## config.mk

```make
export PLATFORM = sky130hd
export DESIGN_NAME = pe_border_seq
export DESIGN_NICKNAME = d
export VERILOG_FILES = /design/src/rtl/pe_pkg.sv /design/src/rtl/sm_conv.sv /design/src/rtl/pe_border_seq.sv
export SDC_FILE = /design/constraint.sdc
export NUM_CORES = 1
export LEC_CHECK = 0
export BUFFER_PORTS_ARGS = -buffer_cell sky130_fd_sc_hd__buf_4
export CAP_MARGIN = 10
export CORE_ASPECT_RATIO = 0.75
export CORE_MARGIN = 2
export CORE_UTILIZATION = 55
export CTS_BUF_LIST = sky130_fd_sc_hd__clkbuf_4
export CTS_CLUSTER_SIZE = 40
export DETAILED_ROUTE_END_ITERATION = 8
export PLACE_DENSITY = 0.81
export REMOVE_ABC_BUFFERS = 1
export SYNTH_ARGS = -nofsm -noshare
export SYNTH_HDL_FRONTEND = slang
export SYNTH_SLANG_ARGS = --single-unit
```

## constraint.sdc

```tcl
create_clock -name clk -period 5.8 [get_ports clk]
set_input_delay 0.29 -clock clk [delete_from_list [all_inputs] [get_ports clk]]
set_output_delay 0.29 -clock clk [all_outputs]
set_load 0.02 [all_outputs]
```

## src/rtl/pe_pkg.sv

```systemverilog
// Shared types and helpers for the border-PE sequencer: FSM state encoding,
// unary stream length and the two's-complement to sign-magnitude conversion.
package pe_pkg;

  localparam int PE_IWIDTH = 8;
  localparam int UNARY_LEN = 1 << (PE_IWIDTH - 1);

  typedef enum logic [2:0] {IDLE, CLR, LOADW, FETCH, RUN, DONE} seq_state_t;

  // The most negative code has no positive twin, so it saturates to all ones
  function automatic logic [PE_IWIDTH-2:0] sm_abs(input logic signed [PE_IWIDTH-1:0] x);
    logic [PE_IWIDTH-2:0] low;
    low = x[PE_IWIDTH-2:0];
    if (!x[PE_IWIDTH-1])
      return low;
    else if (low == '0)
      return '1;
    else
      return ~low + 1'b1;
  endfunction

endpackage

```

## src/rtl/sm_conv.sv

```systemverilog
// Registered sign/magnitude split of a weight word, loaded on handshake and
// held until the next load.
module sm_conv
  import pe_pkg::*;
(
  input  logic                        clk,
  input  logic                        rst_n,
  input  logic                        load,
  input  logic signed [PE_IWIDTH-1:0] word,
  output logic                        sign,
  output logic [PE_IWIDTH-2:0]        mag
);

  always_ff @(posedge clk or negedge rst_n) begin
    if (!rst_n) begin
      sign <= 1'b0;
      mag  <= '0;
    end else if (load) begin
      sign <= word[PE_IWIDTH-1];
      mag  <= sm_abs(word);
    end
  end

endmodule

```

## src/rtl/pe_border_seq.sv

```systemverilog
// Job sequencer and operand feeder for the border PE of a unary-rate systolic
// column: handshakes weight/ifm words and drives registered PE strobes.
module pe_border_seq
  import pe_pkg::*;
#(
  parameter int IWIDTH = PE_IWIDTH,
  parameter int KWIDTH = 8,
  parameter int CWIDTH = IWIDTH
) (
  input  logic                     clk,
  input  logic                     rst_n,
  input  logic                     start,
  input  logic [KWIDTH-1:0]        num_mac,
  input  logic [CWIDTH-1:0]        cycles_per_mac,
  output logic                     busy,
  output logic                     done,
  input  logic                     wght_valid,
  output logic                     wght_ready,
  input  logic signed [IWIDTH-1:0] wght_in,
  input  logic                     ifm_valid,
  output logic                     ifm_ready,
  input  logic signed [IWIDTH-1:0] ifm_in,
  output logic signed [IWIDTH-1:0] ifm,
  output logic                     wght_sign,
  output logic [IWIDTH-2:0]        wght_abs,
  output logic                     en_i,
  output logic                     clr_i,
  output logic                     en_w,
  output logic                     clr_w,
  output logic                     en_o,
  output logic                     clr_o,
  output logic                     mac_done
);

  seq_state_t        state, state_n;
  logic [KWIDTH-1:0] num_mac_q;
  logic [KWIDTH-1:0] mac_cnt;
  logic [CWIDTH-1:0] cpm_q;
  logic [CWIDTH-1:0] cyc_cnt;
  logic              wght_hs, ifm_hs, run_last;

  assign wght_hs  = (state == LOADW) && wght_valid;
  assign ifm_hs   = (state == FETCH) && ifm_valid;
  assign run_last = (state == RUN) && (cyc_cnt == CWIDTH'(1));

  always_comb begin
    state_n = state;
    case (state)
      IDLE:    if (start) state_n = CLR;
      CLR:     state_n = LOADW;
      LOADW:   if (wght_hs) state_n = (num_mac_q == '0) ? DONE : FETCH;
      FETCH:   if (ifm_hs) state_n = RUN;
      RUN:     if (run_last) state_n = (mac_cnt == num_mac_q - KWIDTH'(1)) ? DONE : FETCH;
      DONE:    state_n = IDLE;
      default: state_n = IDLE;
    endcase
  end

  // Every strobe is registered from this cycle's decision, so it lands on
  // the cycle that follows; en_o therefore trails the RUN state by one.
  always_ff @(posedge clk or negedge rst_n) begin
    if (!rst_n) begin
      state      <= IDLE;
      num_mac_q  <= '0;
      cpm_q      <= '0;
      mac_cnt    <= '0;
      cyc_cnt    <= '0;
      ifm        <= '0;
      busy       <= 1'b0;
      done       <= 1'b0;
      wght_ready <= 1'b0;
      ifm_ready  <= 1'b0;
      en_i       <= 1'b0;
      clr_i      <= 1'b0;
      en_w       <= 1'b0;
      clr_w      <= 1'b0;
      en_o       <= 1'b0;
      clr_o      <= 1'b0;
      mac_done   <= 1'b0;
    end else begin
      state <= state_n;
      if ((state == IDLE) && start) begin
        num_mac_q <= num_mac;
        cpm_q     <= (cycles_per_mac == '0) ? CWIDTH'(UNARY_LEN) : cycles_per_mac;
        mac_cnt   <= '0;
      end
      if (ifm_hs) begin
        cyc_cnt <= cpm_q;
        ifm     <= ifm_in;
      end else if (state == RUN) begin
        cyc_cnt <= cyc_cnt - CWIDTH'(1);
      end
      if (run_last) mac_cnt <= mac_cnt + KWIDTH'(1);
      busy       <= (state_n != IDLE);
      done       <= (state_n == DONE);
      wght_ready <= (state_n == LOADW);
      ifm_ready  <= (state_n == FETCH);
      clr_i      <= (state_n == CLR);
      clr_w      <= (state_n == CLR);
      clr_o      <= (state_n == CLR);
      en_w       <= wght_hs;
      en_i       <= ifm_hs;
      en_o       <= (state == RUN);
      mac_done   <= run_last;
    end
  end

  sm_conv u_sm_conv (
    .clk   (clk),
    .rst_n (rst_n),
    .load  (wght_hs),
    .word  (wght_in),
    .sign  (wght_sign),
    .mag   (wght_abs)
  );

endmodule

```

Yosys cells after proc, flatten, opt, wreduce, memory -nomap -nowiden
Cells that the tools add are included. W data, S select, Z words.

Logic and storage cells: 57. Register bits after elaboration: 60.

$add $sub $neg: 4. Bitwise logic cells: 1. Muxes and demuxes: 14. Equal/unequal tests: 10. Reductions and logical operators: 11.

Operators with widths (number): $mux W8 (5); $mux W3 (6); $logic_not A8 Y1 (2); $sub A8 B1 Y8 const B (2); $pmux W3 S5 (1); $mux W7 (2); $eq A3 B2 Y1 const B (4); $add A8 B1 Y8 const B (1); $eq A8 B1 Y1 const B (1); $eq A8 B8 Y1 (1); $add A7 B1 Y7 const B (1); $logic_not A7 Y1 (1); $not A7 Y7 (1); $eq A3 B1 Y1 const B (2); $eq A3 B3 Y1 const B (2); $logic_and A1 B1 Y1 (4); $reduce_bool A2 Y1 (2); $logic_not A3 Y1 (1); $reduce_bool A3 Y1 (1).

Longest topological paths before layout
Gate-level depths: netlist (run 1).

Depth after elaboration: 6. Depth in mapped cells: 8.

By module
Synthesis (run 1) repeated with hierarchy kept, for this count alone.

Cells, all modules: 318. Area, all modules: 2990.4 um^2.

Modules (own cells, without submodules): pe_border_seq (cells an instance 270, times used 1, area an instance 2526.2 um^2); sm_conv (cells an instance 48, times used 1, area an instance 464.2 um^2).

Least setup slack after synthesis (run 1)
Ideal clock, no wire load.

Path kind: reg2reg. Start: register num_mac_q[3]. End: register ifm_ready. Setup slack: 3.569 ns. Setup time: 0.132 ns. Clock period less this slack: 2.231 ns. Arrival time: 2.099 ns. Path buffers: 1. Cell stages (with the launch flop): 7. Path through: dfrtp_1 -> buf_6 -> or4_4 -> or3_1 -> a2111oi_2 -> o211a_1 -> o22ai_1.

Word-level cells in the longest chain between the ends: 6.

RTL lines: start: declaration (RTL line pe_border_seq.sv:36) `logic [KWIDTH-1:0] num_mac_q;`; start signal: assignment (RTL line pe_border_seq.sv:83) `num_mac_q <= num_mac;`; $sub A8 B1 Y8 (RTL line pe_border_seq.sv:53) `RUN: if (run_last) state_n = (mac_cnt == num_mac_q - KWIDTH'(1)) ? DONE : FETCH;`; $eq A8 B8 Y1 (RTL line pe_border_seq.sv:53); $mux W3 (2 in a row) (RTL line pe_border_seq.sv:53); $pmux W3 S5 * (RTL line pe_border_seq.sv:48) `case (state)`; $eq A3 B2 Y1 * (RTL line pe_border_seq.sv:97) `ifm_ready <= (state_n == FETCH);`; end signal: assignment (RTL line pe_border_seq.sv:97); end: declaration (RTL line pe_border_seq.sv:21) `output logic ifm_ready,`.

Mark *: on every way between the ends. The rest lies on a longest branch, timed or not. A chain may end at the register's enable or synchronous reset.

Worst setup path in the final report (run 1)
Same ends and word-level chain as after synthesis.

==> results of run 1 <==
==> where the power goes <==
group          total [uW]  leakage, uW  internal [uW]  switching, uW
logic                 764     0.000929            339            425
registers             720     0.000751            585            135
clock network         314    0.0000822            169            145
==> sequential cells by signal, summed over array words and instances, names as in the netlist, 3 cells and up <==
name	count
state	3
cpm_q	8
ifm	8
mac_cnt	8
num_mac_q	8
u_sm_conv.mag	7
cyc_cnt	8
==> per-layer routing <==
metal,GRT usage (%),wire [um],vias to the layer above
met4,7.386,75,0
met5,0,0,-
met3,8.435,440,9
met1,33.17,2860,1122
met2,36.28,2757,85
li1,-,-,1184
==> synth_stat cells, types with 2 or more instances <==
| cell | count |
|---|---|
| or3_1 | 3 |
| mux2_2 | 9 |
| o211a_1 | 2 |
| o21ai_0 | 18 |
| nor3_1 | 6 |
| xnor2_1 | 4 |
| buf_4 | 2 |
| xor2_1 | 7 |
| nand4b_1 | 3 |
| inv_1 | 11 |
| clkbuf_1 | 5 |
| nor3b_1 | 2 |
| o31ai_1 | 2 |
| nand2b_1 | 2 |
| buf_6 | 2 |
| dfrtp_1 | 60 |
| a221o_1 | 3 |
| mux2i_1 | 3 |
| nor4_1 | 2 |
| and3_1 | 2 |
| nand3b_1 | 3 |
| nor2b_1 | 3 |
| nand2_1 | 58 |
| a21oi_1 | 16 |
| or3_2 | 3 |
| o211ai_1 | 4 |
| buf_1 | 3 |
| ha_1 | 6 |
| nand3_1 | 10 |
| nor2_1 | 23 |
==> cells in the final DEF, fill, tap and decap left out, types with 3 or more instances in the layout <==
| master | n |
|---|---|
| clkbuf_4 | 9 |
| xor2_1 | 7 |
| xnor2_1 | 4 |
| or3_2 | 3 |
| mux2_2 | 9 |
| nand2_1 | 58 |
| inv_1 | 11 |
| o21ai_0 | 18 |
| nand4b_1 | 3 |
| mux2i_1 | 3 |
| nand3b_1 | 3 |
| a221o_1 | 3 |
| nand3_1 | 10 |
| nor3_1 | 6 |
| or3_1 | 3 |
| buf_4 | 64 |
| nor2_1 | 23 |
| nor2b_1 | 3 |
| o211ai_1 | 4 |
| a21oi_1 | 16 |
| dfrtp_1 | 60 |
| ha_1 | 6 |
| clkinv_1 | 3 |
==> worst max path at each step <==
stage | startpoint | end | slack, ns | cells after the start
after floorplan | num_mac_q[3] | ifm_ready | 3.60 | 5
after global placement | num_mac_q[3] | ifm_ready | 3.49 | 5
after detailed placement | num_mac_q[3] | ifm_ready | 3.45 | 5
after CTS | num_mac_q[3] | ifm_ready | 3.43 | 5
after global routing | state[0] | mac_cnt[6] | 3.24 | 7
final | num_mac_q[3] | ifm_ready | 3.41 | 5
==> layout make-up <==
type / instances / share of cell area (%)
Clock buffer: 9 / 1.880
Clock inverter: 7 / 2.263
Inverter: 11 / 1.149
Multi-Input combinational cell: 218 / 36.77
Sequential cell: 60 / 41.78
Tap cell: 72 / 2.507
Timing Repair Buffer: 65 / 13.65
==> worst max-delay path: stages, from the launching register on <==
cell	delay, ns
dfrtp_1	0.48
or4_4	0.56
or3_1	0.39
a2111oi_2	0.48
o211a_1	0.24
o22ai_1	0.10
==> through the flow <==
step	setup WS (ns)	power [uW]	std cells
after CTS	3.431	1810	442
after global placement	3.491	1468	425
after global routing	3.244	1950	442
after floorplan	3.597	1205	289
final	3.415	1799	442
after detailed placement	3.447	1492	425
==> kinds of logic (layout without fill, tap and decap cells) <==
family	Yosys count	count (layout)	synth area share, %
buffers and inverters	23	92	3.721
muxes	12	12	4.491
xor gates and xnor gates	11	11	3.293
adders and majority gates	6	6	2.566
DFF	60	60	51.33
AOI/OAI and AO/OA	57	57	12.58
and+or+nand+nor	132	132	22.03
==> flow_metrics.py, run 1 <==
metrics = {
    "routing": {
        "routedWlPerCell_um": 13.88,
        "vias_per_cell": 5.430,
        "wirelength_um": 6134,
        "dr.pass1.iters": 4,
        "vias": 2400,
        "drtIter0Drc": 163,
        "drc": 0,
        "ant_nets": 0,
    },
    "cells_and_area": {
        "layout.nets": 408,
        "regArea_um2": 1501,
        "stdcell_area_um2": 3593,
        "antenna_cells": 0,
        "fill_cells": 402,
        "synthToLayoutAreaGrowth_pct": 22.84,
        "multi_input_area_um2": 1321,
        "final_layout_size_suffix_gt1_share_pct": 26.22,
        "final_util_pct": 71.73,
    },
    "clock_tree": {
        "htreeDepth": 3,
        "cts_inserted_buffers": 9,
        "postCtsSetupBuffers": 0,
        "clockBufferDepth": 2,
        "tritoncts": "built",
        "hold_buffers": 1,
        "cts_resized": 0,
        "path_clk_slew_ns": 0.09,
        "insertion_delay_ns": 0.40,
        "cts.sinks": 60,
        "clockRootBuffer": "clkbuf_4",
    },
    "synth": {
        "synth_top_area_cell": "dfrtp_1",
        "synth_top_area_share_pct": 51.33,
        "postSynthCellCount": 301,
        "synth_edf_count": 0,
        "netlist_area_um2": 2925,
        "synth_area_leaders": "dfrtp_1 (51%), nand2_1 (7.4%), mux2_2 (3.5%)",
        "ys_seq_area_share_pct": 51.33,
        "ys_seq_elements": 60,
        "synth.distinct_cells": 54,
        "syn_area_per_cell_um2": 9.719,
        "yosysWarnings": 0,
        "ys.flop_type": "dfrtp_1",
        "ys_async_sr_fraction_pct": 100.0,
    },
    "placed_design": {
        "place_area_um2": 3435,
        "detailed_place_hpwl_um": 4435,
        "gp_routability_congestion": 0.9420,
        "portBuffers": 63,
    },
    "timing": {
        "finalSetupViolCount": 0,
        "setup_tns_ns": 0,
        "holdWs_ns": 0.07711,
        "hold_viol": 0,
        "rsz0062_at_grt": "false",
        "fin_crit_sh_pct": 41.12,
        "relSlewSlack_pct": 29.58,
        "max_freq_mhz": 419.3,
        "slew_viol_final": 0,
        "tightest_slew_ns": 1.041,
        "clock_skew_ns": 0.01063,
        "min_period_ns": 2.385,
    },
    "global_route": {
        "grt_pass1_wl_um": 10850,
        "grt_use_total_pct": 24.10,
        "grt_pass1_vias": 2374,
        "antenna_found_initial": 0,
        "grt_max_degree": 61,
        "grt_remaining_overflow": 0,
    },
    "setup_path": {
        "crit_fanout": 10,
        "worstReg2RegStart": "num_mac_q[3]",
        "timing_worst_setup_path_type": "reg2reg",
        "startpoint_type": "register",
        "r2r_end": "ifm_ready",
        "cp.arrival_ns": 2.65,
        "cp-end-kind": "register",
        "rrSetupSlack_ns": 3.41,
        "crit_required_ns": 6.06,
        "rr_worst_depth": 5,
    },
    "power_and_ir_drop": {
        "leakagePower_uw": 0.001762,
        "ir_drop_v": 0.0002649,
        "power_density_nw_per_um2": 500.5,
    },
    "hold_path": {
        "holdPathEnd": "num_mac_q[2]",
        "hp-start": "num_mac[2]",
        "min_path_cells": 3,
        "hold_path_class": "in2reg",
    },
    "die": {
        "start_util_pct": 58.39,
        "fp.dieW_um": 88.21,
        "io_pins": 64,
        "core_area_um2": 5010,
        "rows": 22,
        "dieArea_um2": 5924,
        "die_h_um": 67.16,
    },
    "job": {
        "cap_violations": 0,
    },
    "run_status": {
        "status": "complete, no violations",
    },
}
(Power assumes the default switching activity.)
==> run 2, diff against run 1 <==
ABC_AREA = 1   (was unset)
CORE_UTILIZATION = 51   (was 55)
PLACE_DENSITY = 0.78   (was 0.81)
clock period = 2 ns   (was 5.8 ns; I/O delays follow)
==> run 2 against run 1 <==
  * First-iteration DRC count decreased by 27%
  * Count of clock-buffer cells in the layout increased by 1
  * Global-route usage decreased by 1.2 points
  * Die area increased by 11%
  * Design area increased by 13%
  * Area after synthesis increased by 3.4%
  * Register-to-register slack got worse by 3.2 ns
  * Worst hold slack got worse by 0.046 ns
  * Synthesized cell count increased by 23%
  * Routed wire length increased by 11%
  * Largest cell class unchanged
  * Largest power group unchanged
==> flow_metrics.py, run 2 <==
metrics = {
    "run_status": {
        "status": "complete, no violations",
    },
    "clock_tree": {
        "clockRootBuffer": "clkbuf_4",
        "cts_inserted_buffers": 9,
        "path_clk_slew_ns": 0.10,
        "tritoncts": "built",
        "cts.sinks": 60,
        "clockBufferDepth": 2,
        "htreeDepth": 3,
        "insertion_delay_ns": 0.42,
    },
    "global_route": {
        "grt_pass1_wl_um": 11720,
        "grt_max_degree": 61,
        "grt_use_total_pct": 22.85,
        "grt_pass1_vias": 2586,
        "antenna_found_initial": 0,
        "grt_remaining_overflow": 0,
    },
    "timing": {
        "max_freq_mhz": 570.7,
        "hold_viol": 0,
        "min_period_ns": 1.752,
        "setup_tns_ns": 0,
        "tightest_slew_ns": 0.7305,
        "fin_crit_sh_pct": 87.62,
        "clock_skew_ns": 0.01553,
        "finalSetupViolCount": 0,
        "rsz0062_at_grt": "false",
        "slew_viol_final": 0,
        "relSlewSlack_pct": 51.30,
    },
    "die": {
        "start_util_pct": 52.45,
        "rows": 24,
        "dieArea_um2": 6568,
        "fp.dieW_um": 92.92,
        "core_area_um2": 5766,
        "die_h_um": 70.69,
        "io_pins": 64,
    },
    "synth": {
        "netlist_area_um2": 3024,
        "synth_edf_count": 0,
        "ys.flop_type": "dfrtp_1",
        "synth.distinct_cells": 37,
        "syn_area_per_cell_um2": 8.151,
        "yosysWarnings": 0,
        "synth_area_leaders": "dfrtp_1 (50%), nand2_1 (15%), inv_1 (5.0%)",
        "synth.most_common_cell": "nand2_1",
        "ys_seq_area_share_pct": 49.65,
        "synth_top_area_share_pct": 49.65,
        "postSynthCellCount": 371,
        "synth_top_area_cell": "dfrtp_1",
        "yosys-top-cells-count": "nand2_1 (118), dfrtp_1 (60), inv_1 (40)",
        "ys_seq_elements": 60,
        "ys_async_sr_fraction_pct": 100.0,
    },
    "routing": {
        "drc": 0,
        "met1_length_um": 3330,
        "dr.pass1.iters": 4,
        "drtIter0Drc": 119,
        "vias": 2708,
        "routed-wl-met2_um": 2909,
        "wl_met3_um": 479,
        "vias_per_cell": 4.871,
        "ant_nets": 0,
        "routedWlPerCell_um": 12.28,
        "wirelength_um": 6830,
        "top_layer": "met4",
    },
    "placed_design": {
        "portBuffers": 63,
        "gp_routability_congestion": 0.8410,
        "detailed_place_hpwl_um": 4633,
    },
    "cells_and_area": {
        "regArea_um2": 1501,
        "layout_common_cells": "nand2_1 (117), buf_4 (67), dfrtp_1 (60)",
        "final_common_cell": "nand2_1",
        "final_layout_size_suffix_gt1_share_pct": 22.38,
        "antenna_cells": 0,
        "final_util_pct": 70.44,
        "fill_cells": 459,
        "synthToLayoutAreaGrowth_pct": 34.30,
        "multi_input_area_um2": 1294,
        "layout.nets": 517,
    },
    "power_and_ir_drop": {
        "leakagePower_uw": 0.002086,
        "power_density_nw_per_um2": 1331,
        "ir_drop_v": 0.0008293,
    },
    "setup_path": {
        "critPathSlowestCell": "dfrtp_1",
        "cp.arrival_ns": 2.06,
        "crit_path_cell_trace": "inv_2 -> ha_1 -> nand2_1 -> inv_1 -> nor2_1 -> nand2_1 -> nor2_1 -> nand2_1 -> nor2_1 -> nand2_1 -> nand2_2 -> nand2_2 -> nor2_1 -> nand2_1",
        "cp-end-kind": "register",
        "worst_path_largest_cell_delay_ns": 0.40,
        "crit_fanout": 6,
        "crit_family": "simple AND/OR/NAND/NOR gates",
        "timing_worst_setup_path_type": "reg2reg",
        "crit_buf_inv": 2,
        "startpoint_type": "register",
        "path_common_cell": "nand2_1",
        "crit_required_ns": 2.30,
    },
    "job": {
        "cap_violations": 0,
    },
    "hold_path": {
        "hold_path_class": "in2reg",
    },
}
==> run 2: changes by cell type after synthesis, moves of 5 or more <==
cell / change
nor2_1: +9
inv_1: +29
nand2_1: +60
inv_2: +8
mux2_2: -9
nand3_1: +5
==> run 2: worst min-delay path: stages <==
cell and delay (ns):
buf_4 0.09, xor2_1 0.06, o22a_1 0.17
==> run 2: kinds of logic after synthesis <==
| family | after synthesis | synth area share [%] |
|---|---|---|
| AO/OA/AOI/OAI | 47 | 9.351 |
| flip-flops | 60 | 49.65 |
| buffers and inverters | 57 | 7.654 |
| AND/OR/NAND/NOR | 186 | 26.52 |
| adder cells (fa/ha/maj) | 6 | 2.482 |
| XOR/XNOR | 15 | 4.344 |
==> run 2: area by class of cell <==
cell class / count / area share, %
clock inverters: 5 / 1.910
inverters: 50 / 4.744
repair buffers: 99 / 20.27
multi-input cells: 254 / 31.85
clock buffers: 10 / 1.848
flip-flops and latches: 60 / 36.97
well taps: 78 / 2.403
==> run 2: repair_timing <==
| action | 4_1_cts | 5_1_grt |
|---|---|---|
| hold endpoints to repair | 89 | 2 |
| endpoints found under the setup margin | 0 | 3 |
| setup buffers | 0 | 1 |
| hold buffers | 31 | 2 |
| gates resized for setup | 0 | 3 |
==> run 2: path summary, 6_finish.rpt <==
| kind | start | endpoint | slack, ns | cells past startpoint |
|---|---|---|---|---|
| max | num_mac_q[0] | busy | 0.25 | 14 |
| max reg2reg | num_mac_q[0] | busy | 0.25 | 14 |
| min | wght_in[4] | u_sm_conv.mag[4] | 0.03 | 3 |
| max in group asynchronous | rst_n | num_mac_q[0] | 1.22 | 2 |
| min reg2reg | ifm[5] | ifm[5] | 0.48 | 2 |
| min in group asynchronous | rst_n | u_sm_conv.mag[4] | 0.27 | 2 |
==> run 2: routing by layer <==
layer / global-route usage [%] / vias to the layer above
li1: - / 1378
met1: 32.04 / 1215
met2: 34.46 / 102
met3: 7.348 / 13
met4: 6.699 / 0
met5: 0 / -
==> run 2: where the power goes <==
| group | internal [uW] | total, uW | switching (uW) |
|---|---|---|---|
| registers | 1680 | 2000 | 326 |
| logic | 988 | 2460 | 1470 |
| clock network | 510 | 945 | 435 |
| total | 3180 | 5410 | 2230 |
==> run 2: metrics by stage <==
step / cell area, um2 / total power [uW] / hold WS (ns) / cells / worst slack (ns)
2_1_floorplan: 2985 / 3606 / -0.1956 / 364 / 0.3652
3_3_place_gp: 3578 / 4333 / 0.2101 / 508 / 0.2445
3_5_place_dp: 3578 / 4417 / 0.2134 / 508 / 0.1719
4_1_cts: 4041 / 5447 / 0.008196 / 554 / 0.03833
5_1_grt: 4061 / 5885 / 0.005987 / 556 / 0.02684
6_report: 4061 / 5406 / 0.03124 / 556 / 0.2476
==> run 3, diff against run 2 <==
CORE_UTILIZATION = 40   (was 51)
PLACE_DENSITY = unset   (was 0.78)
==> run 3 against run 2 <==
  * Sequential power about the same
  * Sequential share of layout area shrank 0.20 points
  * Critical path depth did not move
  * Design area increased by 0.55%
  * Clock skew is 0.0019 ns higher
  * Utilization down 15 points
  * Combinational power about the same
  * Total power increased by 1.3%
  * Die area grew 26%
  * Final cell count rose by 4.0%
  * Register-to-register slack lost 0.02 ns
  * Critical endpoint unchanged
==> flow_metrics.py, run 3 (same netlist as run 2, synthesis figures left out) <==
metrics = {
    "run_status": {
        "status": "complete, no violations",
    },
    "setup_path": {
        "worstReg2RegStart": "num_mac_q[0]",
        "rrSetupSlack_ns": 0.23,
        "crit_buf_inv": 2,
        "cp-end-kind": "register",
        "rr_worst_depth": 14,
        "cp.arrival_ns": 2.09,
        "crit_required_ns": 2.32,
        "crit_fanout": 6,
        "startpoint_type": "register",
        "crit_family": "simple AND/OR/NAND/NOR gates",
        "worst_path_largest_cell_delay_ns": 0.41,
        "r2r_end": "busy",
        "crit_path_cell_trace": "inv_2 -> ha_1 -> nand2_1 -> inv_1 -> nor2_1 -> nand2_1 -> nor2_1 -> nand2_1 -> nor2_1 -> nand2_1 -> nand2_1 -> nand2_2 -> nor2_1 -> nand2_1",
        "timing_worst_setup_path_type": "reg2reg",
        "path_common_cell": "nand2_1",
        "critPathSlowestCell": "dfrtp_1",
    },
    "hold_path": {
        "min_path_cells": 3,
        "hold_path_class": "in2reg",
        "hp-start": "wght_in[7]",
        "holdPathEnd": "u_sm_conv.mag[5]",
    },
    "global_route": {
        "grt_max_degree": 61,
        "met3_usage_pct": 5.911,
        "grt_pass1_wl_um": 11810,
        "grt_pass1_vias": 2471,
        "busiest_layer": "met2",
        "grt_remaining_overflow": 0,
        "antenna_found_initial": 0,
        "met2_usage_pct": 26.54,
        "use_met1_pct": 25.81,
        "grt_use_total_pct": 18.26,
    },
    "placed_design": {
        "portBuffers": 63,
        "detailed_place_hpwl_um": 4727,
        "dp.cells": 531,
        "gp_routability_congestion": 0.8327,
    },
    "clock_tree": {
        "path_clk_slew_ns": 0.12,
        "postCtsSetupBuffers": 0,
        "cts_inserted_buffers": 9,
        "cts.sinks": 60,
        "insertion_delay_ns": 0.42,
        "tritoncts": "built",
        "clockBufferDepth": 2,
        "clockRootBuffer": "clkbuf_4",
        "htreeDepth": 3,
    },
    "power_and_ir_drop": {
        "ir_drop_v": 0.0005313,
        "power_density_nw_per_um2": 1340,
        "leakagePower_uw": 0.002082,
        "total_power_uw": 5474,
    },
    "timing": {
        "relSlewSlack_pct": 51.31,
        "rsz0062_at_grt": "false",
        "min_period_ns": 1.768,
        "max_freq_mhz": 565.7,
        "finalSetupViolCount": 0,
        "slew_viol_final": 0,
        "fin_crit_sh_pct": 88.38,
        "setup_tns_ns": 0,
        "clock_skew_ns": 0.01739,
        "tightest_slew_ns": 0.7303,
        "hold_viol": 0,
    },
    "routing": {
        "vias": 2635,
        "routedWlPerCell_um": 11.94,
        "ant_nets": 0,
        "drc": 0,
        "wirelength_um": 6899,
        "vias_per_cell": 4.559,
        "dr.pass1.iters": 4,
        "drtIter0Drc": 129,
    },
    "die": {
        "fp.dieW_um": 104.4,
        "core_area_um2": 7331,
        "dieArea_um2": 8279,
        "rows": 27,
        "die_h_um": 79.30,
        "start_util_pct": 41.25,
        "io_pins": 64,
    },
    "job": {
        "cap_violations": 0,
    },
    "cells_and_area": {
        "antenna_cells": 0,
        "synthToLayoutAreaGrowth_pct": 35.04,
        "layout.nets": 515,
        "layout_common_cells": "nand2_1 (118), buf_4 (66), dfrtp_1 (60)",
        "stdcell_count": 578,
        "final_common_cell": "nand2_1",
        "final_layout_size_suffix_gt1_share_pct": 22.22,
    },
}
run 3: how the worst max path moves through the flow:
stage | startpoint | endpoint | slack (ns) | cells past startpoint
4_1_cts | wght_in[0] | u_sm_conv.mag[5] | 0.04 | 9
3_5_place_dp | num_mac_q[0] | busy | 0.18 | 14
3_3_place_gp | num_mac_q[0] | busy | 0.23 | 14
2_1_floorplan | num_mac_q[0] | busy | 0.37 | 14
5_1_grt | num_mac_q[0] | busy | 0.05 | 14
6_report | num_mac_q[0] | busy | 0.23 | 14
run 3: repair_timing:
| item | 4_1_cts | 5_1_grt |
|---|---|---|
| gates resized for setup | 0 | 1 |
| hold buffers | 32 | 0 |
| endpoints found under the setup margin | 0 | 2 |
| hold endpoints to repair | 89 | 0 |
run 3: final cells by class:
class	instances	area, um2
fill	667	3247
inverter	50	192.7
multi-input combinational	254	1291
timing repair buffer	97	805.8
tap	101	126.4
clock buffer	9	67.56
clock inverter	7	98.84
sequential	60	1501
run 3: tightest hold or removal path, delay by kind of cell:
family | cells | cell delay, ns
AOI/OAI and AO/OA | 1 | 0.08
buffers and inverters | 1 | 0.13
and+or+nand+nor | 1 | 0.09
run 3: metal layers:
layer | vias up | part of all wire, % | routed length, um
li1 | 1380 | - | -
met4 | 0 | 0.90 | 62
met2 | 78 | 40 | 2761
met5 | - | 0 | 0
met3 | 7 | 6.5 | 451
met1 | 1170 | 53 | 3624
run 3: where the power goes:
group	switching [uW]	internal (uW)	leakage [uW]
registers	330	1680	0.000760
logic	1460	998	0.00124
clock network	493	512	0.0000865
run 3: per-stage QoR:
stage | setup slack, ns | instance area [um2] | hold slack, ns | util [%]
after CTS | 0.03512 | 4094 | 0.005965 | 55.85
after global routing | 0.05083 | 4084 | 0.002369 | 55.71
after floorplan | 0.3652 | 2985 | -0.1956 | -
after detailed placement | 0.1794 | 3607 | 0.2239 | 49.21
after global placement | 0.2316 | 3607 | 0.2226 | 49.21
final | 0.2324 | 4084 | 0.01426 | 55.71
